==> config.mk <==
export PLATFORM = sky130hd
export DESIGN_NAME = uart_rx_fifo
export DESIGN_NICKNAME = d
export VERILOG_FILES = /design/src/rtl/uart_pkg.sv /design/src/rtl/uart_rx_fifo_mem.sv /design/src/rtl/uart_rx_fifo.sv
export SDC_FILE = /design/constraint.sdc
export NUM_CORES = 1
export LEC_CHECK = 0
export ABC_AREA = 0
export CAP_MARGIN = 30
export CORE_MARGIN = 5
export CORE_UTILIZATION = 40
export DETAILED_ROUTE_END_ITERATION = 7
export SETUP_SLACK_MARGIN = 0.15
export SYNTH_ARGS = -nofsm -noshare
export SYNTH_HDL_FRONTEND = slang
export SYNTH_HIERARCHICAL = 1
export SYNTH_SLANG_ARGS = --single-unit
==> constraint.sdc <==
create_clock -name i_wb_clk -period 3.29 [get_ports i_wb_clk]
set_input_delay 0.329 -clock i_wb_clk [delete_from_list [all_inputs] [get_ports i_wb_clk]]
set_output_delay 0.329 -clock i_wb_clk [all_outputs]
set_load 0.02 [all_outputs]
==> src/rtl/uart_pkg.sv <==
// Shared UART constants: receive FIFO defaults and status-word bit positions
// used by the register file when it packs the status register.
package uart_pkg;

  localparam int RX_FIFO_DEPTH     = 16;
  localparam int RX_TIMEOUT_CYCLES = 8333;

  localparam int STAT_EMPTY_IDX   = 0;
  localparam int STAT_FULL_IDX    = 1;
  localparam int STAT_OVERRUN_IDX = 2;
  localparam int STAT_BREAK_IDX   = 3;
  localparam int STAT_TIMEOUT_IDX = 4;

endpackage

==> src/rtl/uart_rx_fifo_mem.sv <==
// Receive FIFO storage: DEPTH x 8 register array, synchronous write and
// combinational (show-ahead) read. Pointer and flag logic lives in the parent.
module uart_rx_fifo_mem
  import uart_pkg::*;
#(
  parameter int DEPTH = RX_FIFO_DEPTH,
  parameter int AW    = $clog2(DEPTH)
) (
  input  logic          i_clk,
  input  logic          i_we,
  input  logic [AW-1:0] i_waddr,
  input  logic [7:0]    i_wdata,
  input  logic [AW-1:0] i_raddr,
  output logic [7:0]    o_rdata
);

  logic [7:0] mem_q [DEPTH];

  // NOTE: storage has no reset; emptiness is tracked by the pointers, so
  // resetting the array would only add a reset net to every data flop.
  always_ff @(posedge i_clk) begin
    if (i_we) begin
      mem_q[i_waddr] <= i_wdata;
    end
  end

  assign o_rdata = mem_q[i_raddr];

endmodule

==> src/rtl/uart_rx_fifo.sv <==
// Receive byte FIFO between the serial receiver and the register file, with
// sticky overrun/break flags. Optional idle timeout: define UART_RX_TIMEOUT_EN.
module uart_rx_fifo
  import uart_pkg::*;
#(
  parameter int DEPTH          = RX_FIFO_DEPTH,
  parameter int TIMEOUT_CYCLES = RX_TIMEOUT_CYCLES
) (
  input  logic                     i_wb_clk,
  input  logic                     wb_rst,
  input  logic [7:0]               i_rx_data,
  input  logic                     i_rx_valid,
  input  logic                     i_rx_break,
  input  logic                     i_pop,
  input  logic                     i_clr_status,
  output logic [7:0]               o_data,
  output logic                     o_empty,
  output logic                     o_full,
  output logic [$clog2(DEPTH):0]   o_level,
  output logic                     o_overrun,
  output logic                     o_break,
  output logic                     o_timeout
);

  localparam int AW = $clog2(DEPTH);

  logic [AW:0] wr_ptr_q, wr_ptr_d;
  logic [AW:0] rd_ptr_q, rd_ptr_d;
  logic        overrun_q, overrun_d;
  logic        break_q, break_d;
  logic        empty, full;
  logic        push_ok, pop_ok;

  assign empty = (wr_ptr_q == rd_ptr_q);
  assign full  = (wr_ptr_q[AW] != rd_ptr_q[AW]) &&
                 (wr_ptr_q[AW-1:0] == rd_ptr_q[AW-1:0]);

  // A pop frees the slot in the same cycle, so a full FIFO still accepts a push.
  assign pop_ok  = i_pop && !empty;
  assign push_ok = i_rx_valid && (!full || pop_ok);

  // NOTE: every always_comb output gets a default first, so no path can
  // leave it unassigned and infer a latch.
  always_comb begin
    wr_ptr_d  = wr_ptr_q;
    rd_ptr_d  = rd_ptr_q;
    overrun_d = overrun_q && !i_clr_status;
    break_d   = break_q && !i_clr_status;
    if (push_ok) wr_ptr_d = wr_ptr_q + 1'b1;
    if (pop_ok)  rd_ptr_d = rd_ptr_q + 1'b1;
    if (i_rx_valid && !push_ok) overrun_d = 1'b1;
    if (i_rx_break) break_d = 1'b1;
  end

  // NOTE: sequential state uses non-blocking assignments only, so every flop
  // samples the pre-edge value of the others regardless of statement order.
  always_ff @(posedge i_wb_clk or posedge wb_rst) begin
    if (wb_rst) begin
      wr_ptr_q  <= '0;
      rd_ptr_q  <= '0;
      overrun_q <= 1'b0;
      break_q   <= 1'b0;
    end else begin
      wr_ptr_q  <= wr_ptr_d;
      rd_ptr_q  <= rd_ptr_d;
      overrun_q <= overrun_d;
      break_q   <= break_d;
    end
  end

  uart_rx_fifo_mem #(
    .DEPTH (DEPTH),
    .AW    (AW)
  ) u_mem (
    .i_clk   (i_wb_clk),
    .i_we    (push_ok),
    .i_waddr (wr_ptr_q[AW-1:0]),
    .i_wdata (i_rx_data),
    .i_raddr (rd_ptr_q[AW-1:0]),
    .o_rdata (o_data)
  );

`ifdef UART_RX_TIMEOUT_EN
  localparam int CW = (TIMEOUT_CYCLES > 1) ? $clog2(TIMEOUT_CYCLES) : 1;
  localparam logic [CW-1:0] CNT_LAST = CW'(TIMEOUT_CYCLES - 1);

  logic [CW-1:0] idle_cnt_q, idle_cnt_d;
  logic          timeout_q, timeout_d;
  logic          idle_hit;

  assign idle_hit = !push_ok && !pop_ok && !empty && (idle_cnt_q == CNT_LAST);

  always_comb begin
    idle_cnt_d = idle_cnt_q;
    timeout_d  = timeout_q;
    if (push_ok || pop_ok || empty) begin
      idle_cnt_d = '0;
    end else if (idle_cnt_q != CNT_LAST) begin
      idle_cnt_d = idle_cnt_q + 1'b1;
    end
    if (pop_ok || (wr_ptr_d == rd_ptr_d) || i_clr_status) timeout_d = 1'b0;
    if (idle_hit) timeout_d = 1'b1;
  end

  always_ff @(posedge i_wb_clk or posedge wb_rst) begin
    if (wb_rst) begin
      idle_cnt_q <= '0;
      timeout_q  <= 1'b0;
    end else begin
      idle_cnt_q <= idle_cnt_d;
      timeout_q  <= timeout_d;
    end
  end

  assign o_timeout = timeout_q;
`else
  // Timeout disabled in this build; the parameter is kept so callers need no change.
  if (TIMEOUT_CYCLES > 0) begin : g_no_timeout
    assign o_timeout = 1'b0;
  end else begin : g_no_timeout_alt
    assign o_timeout = 1'b0;
  end
`endif

  assign o_empty   = empty;
  assign o_full    = full;
  assign o_level   = wr_ptr_q - rd_ptr_q;
  assign o_overrun = overrun_q;
  assign o_break   = break_q;

endmodule

==> impl_metrics.csv <==
group,metric,value,unit
run_status,status,"completed",
sta,slew_headroom,37.3,%
critical_path,cp_slowest_stage_delay,570,ps
cts,cts_made_buffers,17,
critical_path,cp-end-kind,"output pin",
floorplan,io_pins,32,
placed_design,portBuffers,30,
synth,synth_top_family_by_area,"multiplexers",
sta,rsz0062_at_grt,"false",
detailed_routing,wirelength,10.9,mm
sta,skew,5.69,ps
synth,synthAdderAreaFrac,1.66,%
sta,setup_viol,0,
cts,cts_htree_levels,4,
cells_and_area,layout_common_cells,"edfxtp_1, clkdlybuf4s50_1, nor2_1",
critical_path,crit_path_start_kind,"register",
synth,syn_inst,289,
cts,clk_path_buf_depth,2,
synth,synth-simple-area-share,4.07,%
power_and_ir_drop,p_per_area,941,mW/mm^2
cts,post_cts_buffers,0,
synth,syn-num-nets,310,
sta,worstMarginPinSlew,938,ps
critical_path,path_buf_inv,2,
detailed_routing,wl_per_cell,20.6,um
detailed_routing,dr_total_vias,2843,
floorplan,num_rows,43,
placed_design,place_congestion,0.740,
synth,ys_seq_elements,140,
sta,max_freq,336,MHz
synth,synth-seq-area-share,72.5,%
critical_path,worst-endpoint-required,2960,ps
cts,cts.sinks,140,
detailed_routing,drc,0,
floorplan,start_util,41.0,%
run,max_cap_viol_count,0,
sta,hold_viol,0,
cts,root_buffer,"clkbuf_16",
critical_path,path_cells,"buf_12, mux4_2, a22oi_1, nand2_1, clkdlybuf4s50_1",
power_and_ir_drop,power.leakage,0.00234,uW
synth,netlist_area,0.00572,sq mm
floorplan,core_area,0.0139,sq mm
cts,postCtsHoldBufs,0,
detailed_routing,ant_nets,0,
critical_path,arrival,2650,ps
synth,synth_ff_type,"edfxtp_1",
sta,min_period,2980,ps
cells_and_area,final_cell_area,0.00678,sq mm
critical_path,criticalPathCategory,"reg -> out",
sta,period_share,90.5,%
sta,tns,0,ps
cts,path_clk_slew,50,ps
power_and_ir_drop,max-vdd-ir-drop,0.899,mV
cells_and_area,n_antenna_cell,0,
floorplan,dieArea,0.0168,sq mm
floorplan,fp.dieH,130,um
cts,cts_tree,"done",
floorplan,die_w,130,um
cells_and_area,instances_no_fill,532,
hold_path,hp-class,"in -> async",
detailed_routing,drt_iter0_drc,239,
critical_path,path_max_fanout,33,
global_routing,grt_pass1_wl,17.1,mm
synth,synthArstFlopShare,8.57,%
synth,synthXorXnorAreaFrac,2.12,%
critical_path,crit_family,"buffers and inverters",
global_routing,grt_max_degree,36,
cells_and_area,nets,361,
cells_and_area,fill_cells,1134,
synth,yosys_warnings,6,
sta,report.final.slew_viol_count,0,
placed_design,place_hpwl,7.07,mm
cells_and_area,layout_commonest_cell,"edfxtp_1",
synth,syn-mean-instance-area,19.8,sq um
detailed_routing,via_per_inst,5.34,
synth,synth-compound-area-share,3.28,%
placed_design,dpl_cell_area,0.00625,sq mm
synth,ys_types,35,
detailed_routing,drtPass1Iterations,4,
cts,postCtsResizedCells,0,
critical_path,crit_slowest_cell,"clkdlybuf4s50_1",
cts,clock_latency,410,ps
global_routing,globalRouteOverflowTotal,0,
global_routing,first_global_vias,2992,
global_routing,grt_antenna_before_repair,0,
global_routing,grt.total_usage,14.1,%
synth,synth_edf_count,128,
synth,synthMuxAreaShare,14.0,%
cells_and_area,area_growth,18.5,%
cells_and_area,drive_above_1_share,17.6,%
placed_design,place_inst,500,
==> metal layers <==
layer	track usage, %	vias to the layer above	routed length [um]
met5	0	-	0
met4	4.03	0	117
met3	5.32	14	694
met2	21.2	78	5150
met1	19.4	1476	4980
li1	-	1275	-
==> per-stage QoR <==
step	util, %	hold WS [ps]	worst slack, ps	total power (uW)
floorplan	-	194	544	3930
global placement	44.9	463	622	4780
detailed placement	44.9	472	498	4790
CTS	48.5	249	226	6470
global route	48.6	279	192	6720
finish	48.6	239	311	6380
==> path summary, 6_finish.rpt <==
check	end	cells past startpoint	slack (ps)	start
max	o_data[0]	5	310	rd_ptr_q[0]
min	wr_ptr_q[4]	2	240	wb_rst
max reg2reg	u_mem/mem_q[15][1]	7	570	wr_ptr_q[0]
min reg2reg	o_break	1	480	o_break
max in group asynchronous	rd_ptr_q[0]	2	2690	wb_rst
min in group i_wb_clk	o_break	2	480	i_rx_break
==> sequential cells by signal (all words and copies together) (netlist names) <==
register     cells
u_mem/mem_q    128
wr_ptr_q         5
o_overrun        1
o_break          1
rd_ptr_q         5
==> cell families (layout without fill, tap and decap cells) <==
group | count (synthesis) | after routing
DFF | 140 | 140
other | 1 | 1
buffers and inverters | 21 | 84
adders and majority gates | 7 | 7
muxes | 34 | 34
and+or+nand+nor | 49 | 49
xor gates and xnor gates | 13 | 13
AOI/OAI and AO/OA | 24 | 24
==> power breakdown <==
part           internal [uW]  total [uW]  switching (uW)
registers               2180        2320             133
clock network           1010        1650             642
logic                   1120        2410            1290
==> final cells by class <==
class	count	area (sq um)	area share, %
Sequential cell	140	4150	61.2
Multi-Input combinational cell	128	1440	21.3
Clock buffer	19	433	6.39
Timing Repair Buffer	43	413	6.09
Tap cell	180	225	3.32
Clock inverter	12	81.3	1.20
Inverter	10	37.5	0.554
==> cell usage after synthesis (all sizes together), types with 3 or more instances <==
master | instances | area (sq um)
a21o | 3 | 22.5
a22oi | 16 | 120
buf | 8 | 63.8
clkdlybuf4s25 | 3 | 30.0
dfrtp | 12 | 300
edfxtp | 128 | 3840
ha | 6 | 75.1
inv | 10 | 37.5
mux4 | 32 | 773
nand2 | 10 | 37.5
nand3 | 4 | 20.0
nor2 | 20 | 75.1
nor3 | 5 | 25.0
xnor2 | 7 | 68.8
xor2 | 6 | 52.6
Power figures use the tool's default switching activity.
